$ cat config.mk
export PLATFORM = sky130hd
export DESIGN_NAME = fir_seq
export DESIGN_NICKNAME = d
export VERILOG_FILES = /design/src/rtl/fir_pkg.sv /design/src/rtl/fir_seq_cnt.sv /design/src/rtl/fir_seq.sv
export SDC_FILE = /design/constraint.sdc
export NUM_CORES = 1
export LEC_CHECK = 0
export CORE_AREA = 4 4 41 43
export CTS_CLUSTER_DIAMETER = 120
export DETAILED_ROUTE_END_ITERATION = 10
export DIE_AREA = 0 0 45 47
export PLACE_DENSITY_LB_ADDON = 0.05
export SETUP_SLACK_MARGIN = 0.2
export SYNTH_ARGS = -nofsm -noshare
export SYNTH_HDL_FRONTEND = slang
export SYNTH_SLANG_ARGS = --single-unit
$ cat constraint.sdc
create_clock -name clk -period 1.7 [get_ports clk]
set_input_delay 0.51 -clock clk [delete_from_list [all_inputs] [get_ports clk]]
set_output_delay 0.51 -clock clk [all_outputs]
set_load 0.01 [all_outputs]
$ cat src/rtl/fir_pkg.sv
// Shared types and default constants for the fir_seq FIR sequencer.
package fir_pkg;

   typedef enum logic [1:0] {
      IDLE  = 2'd0,
      MAC   = 2'd1,
      DRAIN = 2'd2,
      OUT   = 2'd3
   } fir_state_e;

   localparam int N_TAPS_DEF  = 16;
   localparam int MAC_LAT_DEF = 1;

endpackage

$ cat src/rtl/fir_seq_cnt.sv
// Modulo-MOD counter with synchronous clear, enable and terminal-count flag.
module fir_seq_cnt #(
   parameter int MOD = 16,
   parameter int W   = (MOD > 1) ? $clog2(MOD) : 1
) (
   input  logic         clk,
   input  logic         rst,
   input  logic         i_clr,
   input  logic         i_en,
   output logic [W-1:0] o_cnt,
   output logic         o_tc
);

   localparam logic [W-1:0] LAST = W'(MOD - 1);

   logic [W-1:0] r_cnt;

   // count register, wraps to zero after LAST
   always_ff @(posedge clk or posedge rst) begin
      if (rst) begin
         r_cnt <= '0;
      end else if (i_clr) begin
         r_cnt <= '0;
      end else if (i_en) begin
         r_cnt <= (r_cnt == LAST) ? '0 : r_cnt + W'(1);
      end else begin
         r_cnt <= r_cnt;
      end
   end

   assign o_cnt = r_cnt;
   assign o_tc  = (r_cnt == LAST);

endmodule

$ cat src/rtl/fir_seq.sv
// Sequencer for a time-multiplexed FIR: sweeps N_TAPS taps through a MAC, waits
// MAC_LAT cycles, then presents the result. Define FIR_SEQ_CNT_EN to add smp_cnt.
module fir_seq
   import fir_pkg::*;
#(
   parameter int N_TAPS  = N_TAPS_DEF,
   parameter int MAC_LAT = MAC_LAT_DEF
) (
   input  logic                      clk,
   input  logic                      clr,
   input  logic                      in_valid,
   output logic                      in_ready,
   output logic                      out_valid,
   input  logic                      out_ready,
   output logic                      asr_en,
   output logic [$clog2(N_TAPS)-1:0] asr_add,
   output logic [$clog2(N_TAPS)-1:0] coef_add,
   output logic                      mac_en,
   output logic                      mac_clr,
`ifdef FIR_SEQ_CNT_EN
   output logic [15:0]               smp_cnt,
`endif
   output logic                      busy
);

   localparam int AW   = $clog2(N_TAPS);
   localparam int DMOD = (MAC_LAT > 0) ? MAC_LAT : 1;
   localparam int DW   = (DMOD > 1) ? $clog2(DMOD) : 1;

   fir_state_e r_state;
   fir_state_e w_state_nxt;

   logic [AW-1:0] w_tap;
   logic          w_tap_tc;
   logic [DW-1:0] w_drn_cnt_unused;
   logic          w_drn_tc;

   fir_seq_cnt #(.MOD(N_TAPS), .W(AW)) u_tap_cnt (
      .clk   (clk),
      .rst   (clr),
      .i_clr (r_state != MAC),
      .i_en  (r_state == MAC),
      .o_cnt (w_tap),
      .o_tc  (w_tap_tc)
   );

   fir_seq_cnt #(.MOD(DMOD), .W(DW)) u_drn_cnt (
      .clk   (clk),
      .rst   (clr),
      .i_clr (r_state != DRAIN),
      .i_en  (r_state == DRAIN),
      .o_cnt (w_drn_cnt_unused),
      .o_tc  (w_drn_tc)
   );

   // state register
   always_ff @(posedge clk or posedge clr) begin
      if (clr) begin
         r_state <= IDLE;
      end else begin
         r_state <= w_state_nxt;
      end
   end

   // next-state and datapath control decode
   always_comb begin
      w_state_nxt = r_state;
      in_ready    = 1'b0;
      asr_en      = 1'b0;
      asr_add     = '0;
      coef_add    = '0;
      mac_en      = 1'b0;
      mac_clr     = 1'b0;
      out_valid   = 1'b0;
      case (r_state)
         IDLE: begin
            if (in_valid) begin
               w_state_nxt = MAC;
            end else begin
               w_state_nxt = IDLE;
            end
         end
         MAC: begin
            mac_en   = 1'b1;
            mac_clr  = (w_tap == '0);
            asr_add  = w_tap;
            coef_add = w_tap;
            // the sample is shifted in only after the last tap has been read
            if (w_tap_tc) begin
               in_ready    = 1'b1;
               asr_en      = 1'b1;
               w_state_nxt = (MAC_LAT == 0) ? OUT : DRAIN;
            end else begin
               w_state_nxt = MAC;
            end
         end
         DRAIN: begin
            if (w_drn_tc) begin
               w_state_nxt = OUT;
            end else begin
               w_state_nxt = DRAIN;
            end
         end
         OUT: begin
            out_valid = 1'b1;
            if (out_ready) begin
               w_state_nxt = in_valid ? MAC : IDLE;
            end else begin
               w_state_nxt = OUT;
            end
         end
         default: begin
            w_state_nxt = IDLE;
         end
      endcase
   end

   assign busy = (r_state != IDLE);

`ifdef FIR_SEQ_CNT_EN
   logic [15:0] r_smp_cnt;

   // accepted-sample counter, saturating
   always_ff @(posedge clk or posedge clr) begin
      if (clr) begin
         r_smp_cnt <= 16'd0;
      end else if (in_valid && in_ready && (r_smp_cnt != 16'hFFFF)) begin
         r_smp_cnt <= r_smp_cnt + 16'd1;
      end else begin
         r_smp_cnt <= r_smp_cnt;
      end
   end

   assign smp_cnt = r_smp_cnt;
`endif

endmodule

# After elaboration in Yosys (flattened, before gate mapping)
# Index checks and enable logic that the tools add are counted.
[totals]
output_inout_bits = 14
inputBits = 4
ff_bits = 7
[op_classes]
n_eq_ne = 6
muxes = 17
reduce_logical = 5
add_sub_neg = 2
[ops]
columns = ["cell", "n"]
rows = [
  ["4-bit two-way mux", 4],
  ["1-bit two-way mux", 10],
  ["2-bit one-hot mux with 4 select lines", 1],
  ["2-bit nonzero test", 3],
  ["4-bit by 1-bit adder with 4-bit output (second input constant)", 1],
  ["2-bit equality test (second input constant)", 2],
  ["4-bit equality test (second input constant)", 1],
  ["4-bit zero test", 1],
  ["2-bit two-way mux", 2],
  ["2-bit by 1-bit equality test with 1-bit output (second input constant)", 1],
  ["2-bit zero test", 1],
  ["2-bit by 1-bit inequality test with 1-bit output (second input constant)", 1],
  ["2-bit inequality test (second input constant)", 1],
  ["1-bit adder (second input constant)", 1],
]

# Longest topological paths before layout
# Gate-level depths: netlist (run 1).
[depth]
ltp_word = 4
depth_mapped = 5
mapped_depth_nobuf = 4

# Hierarchy
# A second synthesis (run 1) with hierarchy kept.
[unflattened]
hier_cells = 51
area_unflattened_um2 = 451.7
[by_module_without_submodules]
columns = ["module", "cells_each", "n_inst", "area_each_um2"]
rows = [
  ["fir_seq", 26, 1, 219.0],
  ["fir_seq_cnt at u_tap_cnt", 21, 1, 210.2],
  ["fir_seq_cnt at u_drn_cnt", 4, 1, 22.5],
]

# Least setup slack after synthesis (run 1)
# OpenSTA, ideal clock, no wires.
[synth_timing]
kind = "reg2out"
from = "reg r_state[1]"
to = "out mac_clr"
path_stages_with_launch = 4
t_arrival_ps = 1140
path_buffers = 1
required_ps = 1190
slack_ps = 50
cell_sequence = "dfrtp_1 > nand2b_1 > buf_2 > nor4b_1"
[synth_between]
elab_chain_cells = 2
[synth_rtl]
columns = ["item", "line", "text"]
rows = [
  ["from (decl)", "fir_seq.sv:30", "fir_state_e r_state;"],
  ["from (signal assigned)", "fir_seq.sv:61", "r_state <= w_state_nxt;"],
  ["2-bit by 1-bit equality test with 1-bit output", "fir_seq.sv:75", "case (r_state)"],
  ["1-bit two-way mux", "fir_seq.sv:75", ""],
  ["to (decl)", "fir_seq.sv:19", "output logic mac_clr,"],
]
# No other way between the ends.

# Final worst setup path (run 1)
[layout_timing]
from = "reg u_tap_cnt.r_cnt[1] (netlist: u_tap_cnt.o_cnt[1])"
to = "out mac_clr"
[layout_between]
elab_chain_cells = 2
[layout_rtl]
columns = ["item", "line", "text"]
rows = [
  ["from (decl)", "fir_seq_cnt.sv:16", "logic [W-1:0] r_cnt;"],
  ["from (signal assigned)", "fir_seq_cnt.sv:25", "r_cnt <= (r_cnt == LAST) ? '0 : r_cnt + W'(1);"],
  ["from (signal assigned)", "fir_seq_cnt.sv:27", "r_cnt <= r_cnt;"],
  ["4-bit zero test", "fir_seq.sv:85", "mac_clr = (w_tap == '0);"],
  ["1-bit two-way mux", "fir_seq.sv:75", ""],
]
# No other way between the ends.

==> impl_metrics.env, run 1 <==
export IMPL_routed_via_count=379
export IMPL_post_route_cells_drive_above_1_share=0.653
export IMPL_post_route_min_period_ps=1760
export IMPL_fmaxAchievable_ghz=0.567
export IMPL_worst_clock_skew_ps=6.71
export IMPL_internal_power_mw=0.967
export IMPL_criticalPathCategory="reg2out"
export IMPL_detail_route_drc_violations=0
export IMPL_core_area_sq_um=1300
export IMPL_cts_reportedPaths_clkPinSlew_ps=40
export IMPL_synthesized_instance_count=42
export IMPL_synthXorXnorAreaFrac=0.0241
export IMPL_avgRoutedWirePerCell_microns=12.5
export IMPL_synth_simple_area_share=0.248
export IMPL_area_sequential_sq_um=150
export IMPL_global_route_wire_length_before_repair_microns=1700
export IMPL_cts_max_path_buffers=2
export IMPL_vias_per_cell=4.36
export IMPL_power_total_mw=1.58
export IMPL_finalMaxSlewViolations=0
export IMPL_die_w_microns=45
export IMPL_worst_setup_path_start_kind="register"
export IMPL_power_share_sequential=0.175
export IMPL_synth_compound_gate_area_share=0.0759
export IMPL_synth_mux_area_frac=0
export IMPL_crit_path_end_kind="output pin"
export IMPL_p_leak_nw=0.365
export IMPL_fin_nets=80
export IMPL_p_sw_frac=0.390
export IMPL_report_final_setup_viol=5
export IMPL_detailedRoute_firstIterationViolations=1
export IMPL_global_route_overflow_total=0
export IMPL_cts_htree_levels=1
export IMPL_power_combinational_fraction=0.746
export IMPL_worst_pin_slew_ps=230
export IMPL_cts_made_buffers=3
export IMPL_ctsRootBufferMaster="clkbuf_4"
export IMPL_slew_limit_headroom=0.847
export IMPL_hold_fix_buffer_count_after_cts=0
export IMPL_clkPwrFrac=0.078
export IMPL_class_of_the_tightest_hold_or_removal_check="in2async"
export IMPL_powerDensity_nw_per_um2=2130
export IMPL_avgSynthCellArea_sq_um=8.64
export IMPL_synth_nets=48
export IMPL_floorplan_io_pins=18
export IMPL_vias_in_the_first_global_route=408
export IMPL_rsz0062_at_grt="true"
export IMPL_firstDrtPassIters=2
export IMPL_arrival_worst_endpoint_ps=1250
export IMPL_grt_start_max_net_pins=7
export IMPL_worst_endpoint_required_ps=1190
export IMPL_globalplace_congestion=0.801
export IMPL_place_hpwl_microns=830
export IMPL_postLayoutCellArea_sq_um=744
export IMPL_failed_checks="setup timing"
export IMPL_dieHeight_microns=47
export IMPL_netlist_area_sq_um=363
export IMPL_placement_cell_area_sq_um=621
export IMPL_hold_viol_final=0
export IMPL_post_synth_num_cell_types=19
export IMPL_num_rows=13
export IMPL_start_util=0.279
export IMPL_cts_tree="built"
export IMPL_power_net_switching_mw=0.617
export IMPL_ir_worst_vdd_mv=1.03
export IMPL_fp_dieArea_sq_um=2120
export IMPL_syn_to_final_growth_pct=105
export IMPL_grt_total_usage=0.114
export IMPL_port_buffers=17
export IMPL_multi_input_comb_area_sq_um=229
export IMPL_period_share=1.04
export IMPL_main_combinational_cell_family_by_area_after_synthesis="simple AND/OR/NAND/NOR gates"
export IMPL_n_fill_cell=125
export IMPL_antenna_cells=0
export IMPL_postSynthRegisterBits=6
export IMPL_drtAntennaViolNets=0
export IMPL_clock_latency_reported_for_the_late_side_of_the_worst_skew_pair_ps=240
export IMPL_wl_microns=1090
export IMPL_max_cap_violations=0
export IMPL_grt_antenna_before_repair=0
export IMPL_crit_fanout=2
export IMPL_status="finished with violations"
export IMPL_layout_setup_ws_ps=-62.2
export IMPL_synth_fa_ha_area_frac=0.0690
export IMPL_yosys_warnings=0
export IMPL_register_area_share_after_synthesis=0.414
export IMPL_clock_sinks=6
synthesized netlist by cell type:
cell | instances | area (sq um)
a21o_1 | 1 | 7.51
nor4b_1 | 1 | 8.76
dfrtp_1 | 6 | 150
nand2b_1 | 1 | 6.26
nor2_1 | 6 | 22.5
or4_1 | 1 | 7.51
nand3_1 | 2 | 10.0
inv_2 | 1 | 3.75
a21oi_1 | 3 | 15.0
nand2_1 | 1 | 3.75
or2_2 | 1 | 6.26
and2_1 | 3 | 18.8
inv_1 | 4 | 15.0
o21ai_0 | 1 | 5.00
and3_1 | 1 | 6.26
ha_1 | 2 | 25.0
xnor2_1 | 1 | 8.76
buf_4 | 5 | 37.5
buf_2 | 1 | 5.00
area by class of cell:
cell class	count	share of cell area
Sequential cell	6	0.202
Clock buffer	3	0.0303
Inverter	5	0.0319
Timing Repair Buffer	33	0.403
Multi-Input combinational cell	25	0.308
Tap cell	15	0.0252
routing by layer:
metal  global-route usage  wire length, microns  vias up  share of wire
met3               0.0498                    54        2          0.049
met2                0.226                   650        9           0.60
li1                     -                     -      190              -
met5                    0                     0        -              0
met4               0.0468                     7        0         0.0064
met1               0.0993                   379      178           0.35
power groups by stage:
stage / Sequential (mW) / Combinational (mW) / Clock (mW)
floorplan: 0.256 / 0.467 / 0
global placement: 0.259 / 0.916 / 0
detailed placement: 0.260 / 0.927 / 0
CTS: 0.270 / 1.02 / 0.131
global route: 0.281 / 1.28 / 0.147
finish: 0.278 / 1.18 / 0.124
flip-flops by register name, summed over array words and instances, names as in the netlist:
name and cells:
u_tap_cnt.o_cnt 4, r_state 2
cells in the final DEF, fill, tap and decap left out, types with 3 or more instances in the layout:
cell / instances
clkbuf_4: 3
buf_6: 14
clkdlybuf4s50_1: 3
a21oi_1: 3
nor2_4: 4
buf_2: 3
dfrtp_1: 6
buf_4: 13
cells by family (layout without fill, tap and decap cells):
| logic type | count (synthesis) | after routing |
|---|---|---|
| adders and majority gates | 2 | 2 |
| and+or+nand+nor | 17 | 17 |
| AOI/OAI and AO/OA | 5 | 5 |
| DFF | 6 | 6 |
| xor gates and xnor gates | 1 | 1 |
| buffers and inverters | 11 | 41 |
per-stage QoR:
stage / setup TNS (ps) / cells / hold WS, ps / worst slack (ps) / utilization
detailed placement: -2880 / 81 / 573 / -266 / 0.477
floorplan: 0 / 42 / 301 / 161 / -
global placement: -2820 / 81 / 566 / -253 / 0.477
global route: -768 / 87 / 490 / -125 / 0.572
CTS: -196 / 85 / 467 / -76.5 / 0.523
finish: -213 / 87 / 472 / -62.2 / 0.572
path summary, 6_finish.rpt:
| kind | startpoint | end | slack [ps] | cells past startpoint |
|---|---|---|---|---|
| setup / recovery | u_tap_cnt.o_cnt[1]$_DFF_PP0_ | mac_clr | -60 | 5 |
| hold / removal | clr | r_state[1]$_DFF_PP0_ | 470 | 2 |
| setup reg to reg | u_tap_cnt.o_cnt[1]$_DFF_PP0_ | u_tap_cnt.o_cnt[3]$_DFF_PP0_ | 280 | 5 |
| hold reg to reg | r_state[1]$_DFF_PP0_ | r_state[1]$_DFF_PP0_ | 610 | 2 |
| max in group asynchronous | clr | u_tap_cnt.o_cnt[3]$_DFF_PP0_ | 1040 | 2 |
| min in group clk | r_state[1]$_DFF_PP0_ | r_state[1]$_DFF_PP0_ | 610 | 2 |
critical path, cell delays in order, from the launching register on:
cell	delay (ps)
dfrtp_1	390
buf_6	130
inv_4	50
ha_4	110
nor4b_4	160
buf_2	170
timing repair:
item | in CTS | in global routing
endpoints found under the setup margin | 14 | 14
setup buffers | 1 | 2
pin swaps | 2 | 0
resized for setup | 76 | 10
hold endpoints to repair | 0 | 0
No activity file was read; power rests on OpenSTA's default activity.
==> inputs of run 2 (changes only) <==
--- a/config.mk
+++ b/config.mk
@@ -9,7 +9,7 @@
 export CTS_CLUSTER_DIAMETER = 120
 export DETAILED_ROUTE_END_ITERATION = 10
 export DIE_AREA = 0 0 45 47
-export PLACE_DENSITY_LB_ADDON = 0.05
+export PLACE_DENSITY = 0.62
 export SETUP_SLACK_MARGIN = 0.2
 export SYNTH_ARGS = -nofsm -noshare
 export SYNTH_HDL_FRONTEND = slang
==> run 2 against run 1 <==
Net effect:
- the flow still finishes with violations (setup timing)
- design area up 3.5%
- clock power is essentially flat
- power shrank 3.3%
- worst hold slack improved by 3.7 ps
- die area is the same
- largest cell class unchanged
==> impl_metrics.env, run 2 (synthesis gave the netlist of run 1 again) <==
export IMPL_grt_antenna_before_repair=0
export IMPL_place_hpwl_microns=642
export IMPL_global_route_wire_length_before_repair_microns=1540
export IMPL_arrival_worst_endpoint_ps=1300
export IMPL_fin_nets=82
export IMPL_cts_made_buffers=3
export IMPL_floorplan_io_pins=18
export IMPL_setup_total_negative_slack_ps=-537
export IMPL_n_fill_cell=113
export IMPL_cts_tree="built"
export IMPL_powerDensity_nw_per_um2=1990
export IMPL_rsz0062_at_grt="true"
export IMPL_worst_clock_skew_ps=3.83
export IMPL_dieHeight_microns=47
export IMPL_power_net_switching_mw=0.588
export IMPL_p_leak_nw=0.378
export IMPL_worstPathBufferInverterCount=4
export IMPL_drtAntennaViolNets=0
export IMPL_num_rows=13
export IMPL_detail_route_drc_violations=0
export IMPL_worstPathCellList="buf_6 -> nand2b_4 -> buf_6 -> nor2_4 -> buf_4 -> buf_6"
export IMPL_wl_microns=1030
export IMPL_grt_total_usage=0.107
export IMPL_report_final_setup_viol=8
export IMPL_globalplace_congestion=0.685
export IMPL_cpLargestDelayFamily="buffers and inverters"
export IMPL_post_route_min_period_ps=1810
export IMPL_hold_fix_buffer_count_after_cts=0
export IMPL_status="finished with violations"
export IMPL_most_common_layout_cells="18 x buf_6, 9 x buf_4, 5 x buf_2, 5 x dfrtp_1, 4 x nor2_1"
export IMPL_cts_htree_levels=1
export IMPL_most_common_library_cell_in_the_layout_ignoring_fill_and_taps="buf_6"
export IMPL_detailedRoute_firstIterationViolations=1
export IMPL_hold_viol_final=0
export IMPL_cp_slowest_stage_delay_ps=390
export IMPL_crit_fanout=7
export IMPL_internal_power_mw=0.944
export IMPL_clkPwrFrac=0.080
export IMPL_firstDrtPassIters=4
export IMPL_fmaxAchievable_ghz=0.552
export IMPL_syn_to_final_growth_pct=112
export IMPL_start_util=0.279
export IMPL_class_of_the_tightest_hold_or_removal_check="in2async"
export IMPL_clock_latency_reported_for_the_late_side_of_the_worst_skew_pair_ps=240
export IMPL_largest_reg_flops=4
export IMPL_vias_in_the_first_global_route=380
export IMPL_crit_path_end_kind="output pin"
export IMPL_post_place_ws_ps=-344
export IMPL_clock_sinks=6
export IMPL_criticalPathCategory="reg2out"
export IMPL_cts_reportedPaths_clkPinSlew_ps=40
export IMPL_worst_setup_path_start_kind="register"
export IMPL_max_cap_violations=0
export IMPL_fp_dieArea_sq_um=2120
export IMPL_post_route_cells_drive_above_1_share=0.662
export IMPL_cts_max_path_buffers=2
export IMPL_ir_worst_vdd_mv=0.754
export IMPL_avgRoutedWirePerCell_microns=11.5
export IMPL_die_w_microns=45
export IMPL_worst_endpoint_required_ps=1190
export IMPL_grt_start_max_net_pins=8
export IMPL_vias_per_cell=4.53
export IMPL_slew_limit_headroom=0.859
export IMPL_power_combinational_fraction=0.733
export IMPL_layout_setup_ws_ps=-112
export IMPL_global_route_overflow_total=0
export IMPL_antenna_cells=0
export IMPL_timing_critical_path_mode_cell="buf_6"
export IMPL_period_share=1.07
export IMPL_ctsRootBufferMaster="clkbuf_4"
export IMPL_failed_checks="setup timing"
export IMPL_port_buffers=17
export IMPL_routed_via_count=403
export IMPL_power_share_sequential=0.188
export IMPL_power_total_mw=1.53
export IMPL_worst_pin_slew_ps=212
export IMPL_core_area_sq_um=1300
export IMPL_finalMaxSlewViolations=0
export IMPL_slowest_stage="dfrtp_1"
export IMPL_p_sw_frac=0.384
-- run 2: changes by cell type in the layout (fill, tap and decap cells not counted), moves of 2 or more --
cell and change:
buf_2 +2, buf_4 -4, nor2_1 +2, nor2_4 -2, buf_6 +4
-- run 2: path summary, 6_finish.rpt --
check | startpoint | end | slack [ps] | cells after the start
hold reg to reg | u_tap_cnt.o_cnt[2]$_DFF_PP0_ | u_tap_cnt.o_cnt[2]$_DFF_PP0_ | 620 | 2
setup reg to reg | u_tap_cnt.o_cnt[1]$_DFF_PP0_ | u_tap_cnt.o_cnt[3]$_DFF_PP0_ | 280 | 5
min in group clk | u_tap_cnt.o_cnt[2]$_DFF_PP0_ | u_tap_cnt.o_cnt[2]$_DFF_PP0_ | 620 | 2
hold / removal | clr | r_state[0]$_DFF_PP0_ | 480 | 2
max in group asynchronous | clr | u_tap_cnt.o_cnt[2]$_DFF_PP0_ | 1030 | 2
setup / recovery | r_state[0]$_DFF_PP0_ | asr_en | -110 | 6
-- run 2: per-stage QoR --
step,hold slack (ps),utilization,cell area (sq um),std cells
2_1_floorplan,301,-,383,42
4_1_cts,470,0.519,676,86
5_1_grt,507,0.592,771,89
3_3_place_gp,567,0.448,583,76
3_5_place_dp,576,0.448,583,76
6_report,476,0.592,771,89
-- run 2: power by group through the flow --
stage	clock [mW]	combinational (mW)	sequential (mW)
floorplan	0	0.467	0.256
global placement	0	0.835	0.258
detailed placement	0	0.835	0.260
CTS	0.131	0.932	0.259
global route	0.137	1.22	0.293
finish	0.122	1.12	0.288
-- run 2: layout make-up --
type,instances,area [sq um],share of cell area
tap,15,18.8,0.0244
timing repair buffer,35,325,0.422
multi-input combinational,25,226,0.294
clock buffer,3,22.5,0.0292
inverter,5,26.3,0.0341
sequential,6,151,0.196
-- run 2: worst reg2reg max path, delay by kind of cell, from the launching register on --
family	cells	cell delay [ps]
DFF	1	400
buffers and inverters	3	280
AOI/OAI and AO/OA	1	160
and+or+nand+nor	1	500
-- run 2: per-layer routing --
layer  track usage  wire, microns
met1         0.116            384
met2         0.167            534
met3        0.0383             93
met4        0.0877             12
met5             0              0
-- run 2: what timing repair did --
| action | CTS | global route |
|---|---|---|
| cloned | 0 | 0 |
| setup buffers | 7 | 3 |
| gates resized for setup | 72 | 19 |
| pin swaps | 5 | 2 |
| endpoints found under the hold margin | 0 | 0 |
| endpoints found under the setup margin | 14 | 14 |
